**config.mk**
```make
export PLATFORM = sky130hd
export DESIGN_NAME = lsu_ctrl
export DESIGN_NICKNAME = d
export VERILOG_FILES = /design/src/rtl/lsu_ctrl_pkg.sv /design/src/rtl/lsu_align.sv /design/src/rtl/lsu_ctrl.sv
export SDC_FILE = /design/constraint.sdc
export NUM_CORES = 1
export LEC_CHECK = 0
export BUFFER_PORTS_ARGS = -buffer_cell sky130_fd_sc_hd__buf_2
export CAP_MARGIN = 20
export CORE_ASPECT_RATIO = 0.8
export CORE_MARGIN = 4
export CORE_UTILIZATION = 35
export CTS_CLUSTER_SIZE = 30
export DETAILED_ROUTE_END_ITERATION = 10
export GPL_TIMING_DRIVEN = 0
export HOLD_SLACK_MARGIN = 0.12
export SLEW_MARGIN = 15
export SYNTH_ARGS = -nofsm -noshare
export SYNTH_HDL_FRONTEND = slang
export SYNTH_SLANG_ARGS = --single-unit
export TNS_END_PERCENT = 1
```
**constraint.sdc**
```tcl
create_clock -name clk -period 2.4 [get_ports clk]
set_input_delay 0.36 -clock clk [delete_from_list [all_inputs] [get_ports clk]]
set_output_delay 0.36 -clock clk [all_outputs]
set_load 0.005 [all_outputs]
```
**src/rtl/lsu_ctrl_pkg.sv**
```systemverilog
// Shared LSU definitions: datapath widths, memory opcodes and FSM state encoding.
package lsu_ctrl_pkg;

  localparam int CPU_WIDTH    = 32;
  localparam int MEM_OP_WIDTH = 3;

  typedef enum logic [MEM_OP_WIDTH-1:0] {
    MEM_LB  = 3'd0,
    MEM_LH  = 3'd1,
    MEM_LW  = 3'd2,
    MEM_LBU = 3'd3,
    MEM_LHU = 3'd4,
    MEM_SB  = 3'd5,
    MEM_SH  = 3'd6,
    MEM_SW  = 3'd7
  } mem_op_e;

  typedef enum logic [1:0] {
    ST_IDLE = 2'd0,
    ST_REQ  = 2'd1,
    ST_RESP = 2'd2,
    ST_DONE = 2'd3
  } lsu_state_e;

endpackage

```
**src/rtl/lsu_align.sv**
```systemverilog
// Combinational lane logic: store strobes/data and misalign detection for the incoming
// request, plus lane select and extension of the returned read word.
module lsu_align
  import lsu_ctrl_pkg::*;
(
  input  logic [MEM_OP_WIDTH-1:0] req_op_i,
  input  logic [1:0]              req_off_i,
  input  logic                    req_store_i,
  input  logic [CPU_WIDTH-1:0]    req_wdata_i,
  output logic [3:0]              wstrb_o,
  output logic [CPU_WIDTH-1:0]    wdata_o,
  output logic                    misalign_o,
  input  logic [MEM_OP_WIDTH-1:0] rsp_op_i,
  input  logic [1:0]              rsp_off_i,
  input  logic [CPU_WIDTH-1:0]    rsp_word_i,
  output logic [CPU_WIDTH-1:0]    rdata_o
);

  logic [CPU_WIDTH-1:0] shifted;

  assign shifted = rsp_word_i >> {rsp_off_i, 3'b000};

  always_comb begin
    misalign_o = 1'b0;
    case (mem_op_e'(req_op_i))
      MEM_LW, MEM_SW:          misalign_o = |req_off_i;
      MEM_LH, MEM_LHU, MEM_SH: misalign_o = req_off_i[0];
      default:                 misalign_o = 1'b0;
    endcase
  end

  always_comb begin
    wstrb_o = '0;
    wdata_o = '0;
    if (req_store_i) begin
      case (mem_op_e'(req_op_i))
        MEM_SB: begin
          wstrb_o = 4'b0001 << req_off_i;
          wdata_o = {4{req_wdata_i[7:0]}};
        end
        MEM_SH: begin
          wstrb_o = 4'b0011 << req_off_i;
          wdata_o = {2{req_wdata_i[15:0]}};
        end
        MEM_SW: begin
          wstrb_o = '1;
          wdata_o = req_wdata_i;
        end
        default: begin
          wstrb_o = '0;
          wdata_o = '0;
        end
      endcase
    end
  end

  always_comb begin
    rdata_o = '0;
    case (mem_op_e'(rsp_op_i))
      MEM_LB:  rdata_o = {{24{shifted[7]}}, shifted[7:0]};
      MEM_LH:  rdata_o = {{16{shifted[15]}}, shifted[15:0]};
      MEM_LW:  rdata_o = shifted;
      MEM_LBU: rdata_o = {24'b0, shifted[7:0]};
      MEM_LHU: rdata_o = {16'b0, shifted[15:0]};
      default: rdata_o = '0;
    endcase
  end

endmodule

```
**src/rtl/lsu_ctrl.sv**
```systemverilog
// Load/store unit controller: single-outstanding bus transaction FSM that stalls the core
// until the access completes, then presents the extended load result for one cycle.
module lsu_ctrl
  import lsu_ctrl_pkg::*;
(
  input  logic                    clk,
  input  logic                    rst,
  input  logic                    mem_ren,
  input  logic                    mem_wen,
  input  logic [MEM_OP_WIDTH-1:0] mem_op,
  input  logic [CPU_WIDTH-1:0]    addr,
  input  logic [CPU_WIDTH-1:0]    wdata,
  output logic                    stall,
  output logic [CPU_WIDTH-1:0]    rdata,
  output logic                    rdata_vld,
  output logic                    misalign,
  output logic                    bus_req,
  output logic                    bus_we,
  output logic [CPU_WIDTH-1:0]    bus_addr,
  output logic [3:0]              bus_wstrb,
  output logic [CPU_WIDTH-1:0]    bus_wdata,
  input  logic                    bus_gnt,
  input  logic                    bus_rvalid,
  input  logic [CPU_WIDTH-1:0]    bus_rdata
);

  lsu_state_e state_q, state_d;

  logic [MEM_OP_WIDTH-1:0] op_q;
  logic [1:0]              off_q;
  logic [CPU_WIDTH-1:0]    bus_addr_q, bus_wdata_q, rdata_q;
  logic [3:0]              bus_wstrb_q;
  logic                    bus_we_q, rdata_vld_q, misalign_q;

  logic                    req;
  logic                    req_mis;
  logic [3:0]              req_wstrb;
  logic [CPU_WIDTH-1:0]    req_wdata, load_data;

  assign req = mem_wen | mem_ren;

  lsu_align u_align (
    .req_op_i   (mem_op),
    .req_off_i  (addr[1:0]),
    .req_store_i(mem_wen),
    .req_wdata_i(wdata),
    .wstrb_o    (req_wstrb),
    .wdata_o    (req_wdata),
    .misalign_o (req_mis),
    .rsp_op_i   (op_q),
    .rsp_off_i  (off_q),
    .rsp_word_i (bus_rdata),
    .rdata_o    (load_data)
  );

  always_comb begin
    state_d = state_q;
    stall   = 1'b0;
    bus_req = 1'b0;
    case (state_q)
      ST_IDLE: begin
        if (req) begin
          stall   = 1'b1;
          state_d = req_mis ? ST_DONE : ST_REQ;
        end
      end
      ST_REQ: begin
        stall   = 1'b1;
        bus_req = 1'b1;
        if (bus_gnt) state_d = ST_RESP;
      end
      ST_RESP: begin
        stall = 1'b1;
        if (bus_rvalid) state_d = ST_DONE;
      end
      ST_DONE: state_d = ST_IDLE;
      default: state_d = ST_IDLE;
    endcase
  end

  always_ff @(posedge clk) begin
    if (rst) begin
      state_q     <= ST_IDLE;
      op_q        <= '0;
      off_q       <= '0;
      bus_addr_q  <= '0;
      bus_we_q    <= 1'b0;
      bus_wstrb_q <= '0;
      bus_wdata_q <= '0;
      rdata_q     <= '0;
      rdata_vld_q <= 1'b0;
      misalign_q  <= 1'b0;
    end else begin
      state_q     <= state_d;
      rdata_vld_q <= 1'b0;
      misalign_q  <= 1'b0;
      if (state_q == ST_IDLE && req) begin
        if (req_mis) begin
          misalign_q <= 1'b1;
          rdata_q    <= '0;
        end else begin
          op_q        <= mem_op;
          off_q       <= addr[1:0];
          bus_addr_q  <= {addr[CPU_WIDTH-1:2], 2'b00};
          bus_we_q    <= mem_wen;
          bus_wstrb_q <= req_wstrb;
          bus_wdata_q <= req_wdata;
        end
      end
      // Stores also finish on rvalid but leave rdata untouched.
      if (state_q == ST_RESP && bus_rvalid && !bus_we_q) begin
        rdata_q     <= load_data;
        rdata_vld_q <= 1'b1;
      end
    end
  end

  assign rdata     = rdata_q;
  assign rdata_vld = rdata_vld_q;
  assign misalign  = misalign_q;
  assign bus_we    = bus_we_q;
  assign bus_addr  = bus_addr_q;
  assign bus_wstrb = bus_wstrb_q;
  assign bus_wdata = bus_wdata_q;

endmodule

```
# --- After elaboration in Yosys (flattened, before gate mapping) ---
# Index checks and enable logic that the tools add are counted.
totals:
  regBits: 108
  latch_bits: 0
  ramBits: 0
  mem_bits_ro: 0
  input_bits: 105
  output_inout_bits: 105
  n_memories: 0
classes:
  addsub: 0
  mul: 0
  div: 0
  n_lt_le_gt_ge: 0
  n_eq_ne: 16
  shifts: 3
  mux: 19
  bitwise_logic: 3
  n_reduce_logical: 16
op_table:
  columns: ["cell", "n"]
  rows:
  - ["32-bit one-hot mux with 5 select lines", 1]
  - ["32-bit 2-to-1 mux", 4]
  - ["32-bit one-hot mux with 3 select lines", 1]
  - ["32-bit by 5-bit right shift with 32-bit output", 1]
  - ["3-bit == test, second input constant", 5]
  - ["4-bit one-hot mux with 3 select lines", 1]
  - ["3-bit by 2-bit == test with 1-bit output, second input constant", 3]
  - ["2-bit 2-to-1 mux", 4]
  - ["2-bit one-hot mux with 4 select lines", 1]
  - ["2-bit OR reduction", 4]
  - ["3-bit by 1-bit == test with 1-bit output, second input constant", 2]
  - ["2-bit != test, second input constant", 3]
  - ["2-bit == test, second input constant", 2]
  - ["1-bit 2-to-1 mux", 4]
  - ["4-bit 2-to-1 mux", 1]
  - ["1-bit one-hot mux with 2 select lines", 2]
  - ["2-bit AND reduction", 2]
  - ["2-bit nonzero test", 2]
  - ["1-bit by 2-bit << shifter with 4-bit output, first input constant", 1]
  - ["2-bit by 2-bit << shifter with 4-bit output, first input constant", 1]
  - ["1-bit logical AND", 3]
  - ["3-bit logical NOT", 1]
  - ["3-bit AND reduction", 1]
  - ["3-bit OR reduction", 1]
  - ["other kinds (5)", 6]

# --- Depth between registers and ports, before layout ---
logic_depth:
  word_depth: 6
  depth_mapped: 7
  ltp_nobuf: 6

# --- Hierarchy ---
# Synthesis repeated with hierarchy kept, for this count alone.
hier_totals:
  hier_cells: 716
  area_unflattened_um2: 5743.0
modules_own_cells:
  columns: ["module", "n_inst", "cells_per_inst", "area_per_inst_um2", "seq_area_each_um2"]
  rows:
  - ["lsu_ctrl", 1, 488, 4319.1, 2162.1]
  - ["lsu_align", 1, 228, 1423.9, 0.0]

# --- Worst setup path before layout ---
# Ideal clock, no wire load.
synth_path:
  kind: "input -> register"
  startpoint: "in mem_op[0]"
  endpoint: "reg bus_wstrb_q[2], in the netlist bus_wstrb[2]"
  setup_time_ps: 121
  t_arrival_ps: 1543
  required_ps: 2279
  slack_ps: 737
  stages: 6
  n_path_buf: 2
  path_cell_list: "buf_4 mux2i_1 mux2_4 o21ai_2 buf_6 mux2_2"
synth_via:
  elab_chain_len: 5
  elab_cells_between_ends: 13
  classes_between: "eq/ne (6); mux (3); bitwise (1); reduce/logical (3)"
synth_rtl:
  columns: ["item", "line", "text"]
  rows:
  - ["start, declared", "lsu_ctrl.sv:10", "input logic [MEM_OP_WIDTH-1:0] mem_op,"]
  - ["3-bit by 1-bit == test with 1-bit output, or another cell as far along", "lsu_align.sv:25", "case (mem_op_e'(req_op_i))"]
  - ["3-bit OR reduction / 2-bit OR reduction (equally long branches)", "lsu_align.sv:25", null]
  - ["1-bit one-hot mux with 2 select lines", "lsu_align.sv:25", null]
  - ["1-bit NOT (no line)", null, null]
  - ["2-bit AND reduction (no line)", null, null]
  - ["end signal, assigned", "lsu_ctrl.sv:106", "bus_wstrb_q <= req_wstrb;"]
  - ["end, declared", "lsu_ctrl.sv:32", "logic [3:0] bus_wstrb_q;"]
# Parallel ways exist; a longest one is shown, timed or not.
# A chain may end at the register's enable or synchronous reset.

# --- Final worst setup path ---
layout_path:
  startpoint: "reg state_q[0]"
  endpoint: "reg rdata_q[15], in the netlist rdata[15]"
layout_via:
  elab_chain_len: 5
  elab_cells_between_ends: 9
  classes_between: "eq/ne (1); mux (1); reduce/logical (7)"
layout_rtl:
  columns: ["item", "line", "text"]
  rows:
  - ["start, declared", "lsu_ctrl.sv:27", "lsu_state_e state_q, state_d;"]
  - ["start signal, assigned", "lsu_ctrl.sv:94", "state_q <= state_d;"]
  - ["2-bit == test", "lsu_ctrl.sv:111", "if (state_q == ST_RESP && bus_rvalid && !bus_we_q) begin"]
  - ["1-bit logical AND (2 in series)", "lsu_ctrl.sv:111", null]
  - ["2-bit nonzero test (no line)", null, null]
  - ["2-bit AND reduction (no line)", null, null]
  - ["end signal, assigned", "lsu_ctrl.sv:112", "rdata_q <= load_data;"]
  - ["end, declared", "lsu_ctrl.sv:31", "logic [CPU_WIDTH-1:0] bus_addr_q, bus_wdata_q, rdata_q;"]
# Parallel ways exist; a longest one is shown, timed or not.

==> run_results.csv <==
group,metric,value,unit
setup_path,cp-start-kind,"flip-flop",
yosys,yosysUniqueCellTypes,53,
yosys,seq_area_frac_synth,36.79,%
yosys,async_flop_share,0,%
run_status,status,"finished, final reports clean",
clock_tree,ctsResizeCount,0,
place,placed_area,7182,um^2
timing,fmax,0.4761,GHz
grt,grt_max_degree,20,
drt,via_per_inst,4.892,
floorplan,rows,42,
timing,tns,0,ns
timing,finalCritPeriodShare,87.52,%
clock_tree,cts_setup_buffers,0,
place,place_ws,0.3352,ns
timing,worst_pin_slew,0.6576,ns
clock_tree,cts_root_buffer,"clkbuf_16",
yosys,synth_edf_count,0,
setup_path,cpMostUsedCell,"inv_1",
timing,drv_slew,0,
floorplan,start_util,35.62,%
timing,final.setup_skew,0.008705,ns
clock_tree,cts_tree,"yes",
finish,final_layout_size_suffix_gt1_share,33.69,%
yosys,ys.flop_type,"dfxtp_1",
drt,detail-route-antenna-nets,0,
setup_path,critPathRequiredTime,2.62,ns
timing,setup_violations,0,
floorplan,die_y,123.9,um
clock_tree,cts_buffers,9,
setup_path,arrival,2.32,ns
finish,most-common-layout-cells,"buf_2, nand2b_1, dfxtp_1",
power,p_leak,3.372,nW
setup_path,critPathKind,"flip-flop to flip-flop",
power,p_per_area,743.5,nW/um^2
power,finalPower,5.554,mW
timing,rsz0062_at_grt,"no",
finish,post-route-util,45.27,%
floorplan,die-area,18940,um^2
yosys,syn_inst,612,
yosys,ys_warn_count,0,
setup_path,cp_max_fo,10,
timing,finalWorstPathRequiredPeriod,2.101,ns
grt,grt.total_usage,17.81,%
drt,vias,5161,
drt,drt_wl_total,17.65,mm
place,dp_cells,1038,
run,drv_cap,0,
floorplan,core,16500,um^2
finish,final_area,7470,um^2
drt,first_pass_iters,5,
timing,final.setup.worst_slack,0.2994,ns
finish,final_common_cell,"buf_2",
finish,fin_nets,939,
timing,hold_violations,0,
floorplan,die-width,152.9,um
grt,overflow,0,
grt,grt_pass1_wl,26.74,mm
place,dp_hpwl,13.71,mm
floorplan,io_pins,210,
grt,grt_pass1_vias,4878,
clock_tree,cts-hold-fix-buffers,0,
place,place.gp.congestion,0.8583,
drt,drc,0,
finish,fin_cells,1055,
drt,first_iter_violations,279,
finish,area_growth,27.10,%
timing,holdWs,0.2557,ns
hold_path,hold_class,"input port to flip-flop",
drt,wl_per_cell,16.73,um
clock_tree,clk_pin_slew_worst_paths,0.08,ns
clock_tree,cts-htree-levels,3,
setup_path,crit_chain,"inv_1, ha_1, nand4bb_1, inv_1, nand2_1, clkbuf_1, o32ai_1",
yosys,ys_ff_latch,108,
clock_tree,clockBufferDepth,2,
setup_path,slowest_stage,"dfxtp_1",
setup_path,critPathMaxStageDelay,0.40,ns
clock_tree,cts.sinks,108,
finish,fillers,1668,
setup_path,crit_path_end_kind,"flip-flop",
grt,antenna_found_initial,1,
timing,slew_headroom,56.16,%
place,port_buffers,205,
yosys,syn-cell-area,5877,um^2
power,peakVddDrop,0.4287,mV
clock_tree,clkLatencyLatePin,0.35,ns
yosys,avgSynthCellArea,9.603,um^2
## critical path, delay by kind of cell, from the launching register on
kind / cells / cell delay [ns]
AO/OA/AOI/OAI: 1 / 0.16
adder cells (fa/ha/maj): 1 / 0.26
buffers and inverters: 3 / 0.62
flip-flops: 1 / 0.40
AND/OR/NAND/NOR: 2 / 0.53
## cell usage after synthesis, drive strengths merged, types with 2 or more instances
| library cell | n | area (um^2) |
|---|---|---|
| mux2 | 18 | 206.4 |
| mux2i | 89 | 890.9 |
| nor2b | 7 | 43.79 |
| nand3b | 3 | 22.52 |
| o311ai | 16 | 140.1 |
| nand2b | 110 | 688.2 |
| nor2 | 10 | 40.04 |
| mux4 | 8 | 180.2 |
| o2bb2ai | 7 | 61.31 |
| inv | 44 | 165.2 |
| a21oi | 18 | 93.84 |
| nor3 | 4 | 42.54 |
| buf | 28 | 239.0 |
| dfxtp | 108 | 2162 |
| a22o | 16 | 140.1 |
| o211ai | 2 | 15.01 |
| nand2 | 44 | 165.2 |
| clkbuf | 22 | 82.58 |
| a211o | 8 | 70.07 |
| o32ai | 15 | 131.4 |
| o21ai | 7 | 38.79 |
| nand3 | 3 | 15.01 |
| ha | 5 | 62.56 |
## cell type report
cell class              count  area [um^2]  share of cell area, %
well taps                 220        275.3                  3.685
multi-input cells         411         3232                  43.27
flip-flops and latches    108         2162                  28.94
diodes                      1        2.502                0.03350
inverters                  44        165.2                  2.211
repair buffers            205         1026                  13.74
plain buffers              50        321.6                  4.305
clock inverters             7        60.06                 0.8040
clock buffers               9        225.2                  3.015
## state kept, by name, indices dropped and copies added, names as in the netlist
signal     cells
bus_addr      30
bus_wstrb      4
state_q        2
off_q          2
rdata_vld      1
rdata         32
op_q           3
bus_wdata     32
misalign       1
bus_we         1
## kinds of logic (layout without fill, tap and decap cells)
group / Yosys count / count (layout) / synth area share, %
other: 1 / 3 / 0.06381
flip-flops: 108 / 108 / 36.79
multiplexers: 115 / 115 / 21.74
buffers and inverters: 94 / 315 / 8.282
AO/OA/AOI/OAI: 97 / 97 / 12.86
XOR/XNOR: 2 / 2 / 0.2981
adder cells (fa/ha/maj): 5 / 5 / 1.065
AND/OR/NAND/NOR: 190 / 190 / 18.91
## power by group
group	total [mW]	internal [mW]	switching (mW)
registers	2.18	2.03	0.150
clock network	1.47	0.722	0.747
logic	1.90	0.928	0.973
total	5.55	3.68	1.87
## final timing paths
check / start / endpoint / slack (ns) / depth (start not counted)
worst max-delay path: state_q[0] / rdata[15] / 0.30 / 7
worst min-delay path: addr[27] / bus_addr[27] / 0.26 / 3
worst max register to register: state_q[0] / rdata[15] / 0.30 / 7
worst min register to register: rdata[7] / rdata[7] / 0.46 / 2
## routing by layer
layer	vias up	GRT usage (%)	wire (um)
met1	2399	25.14	8523
li1	2566	-	-
met4	0	5.064	268
met5	-	0	0
met2	179	26.30	7515
met3	17	5.592	1345
Note: power is estimated with default switching activity, not from simulation.
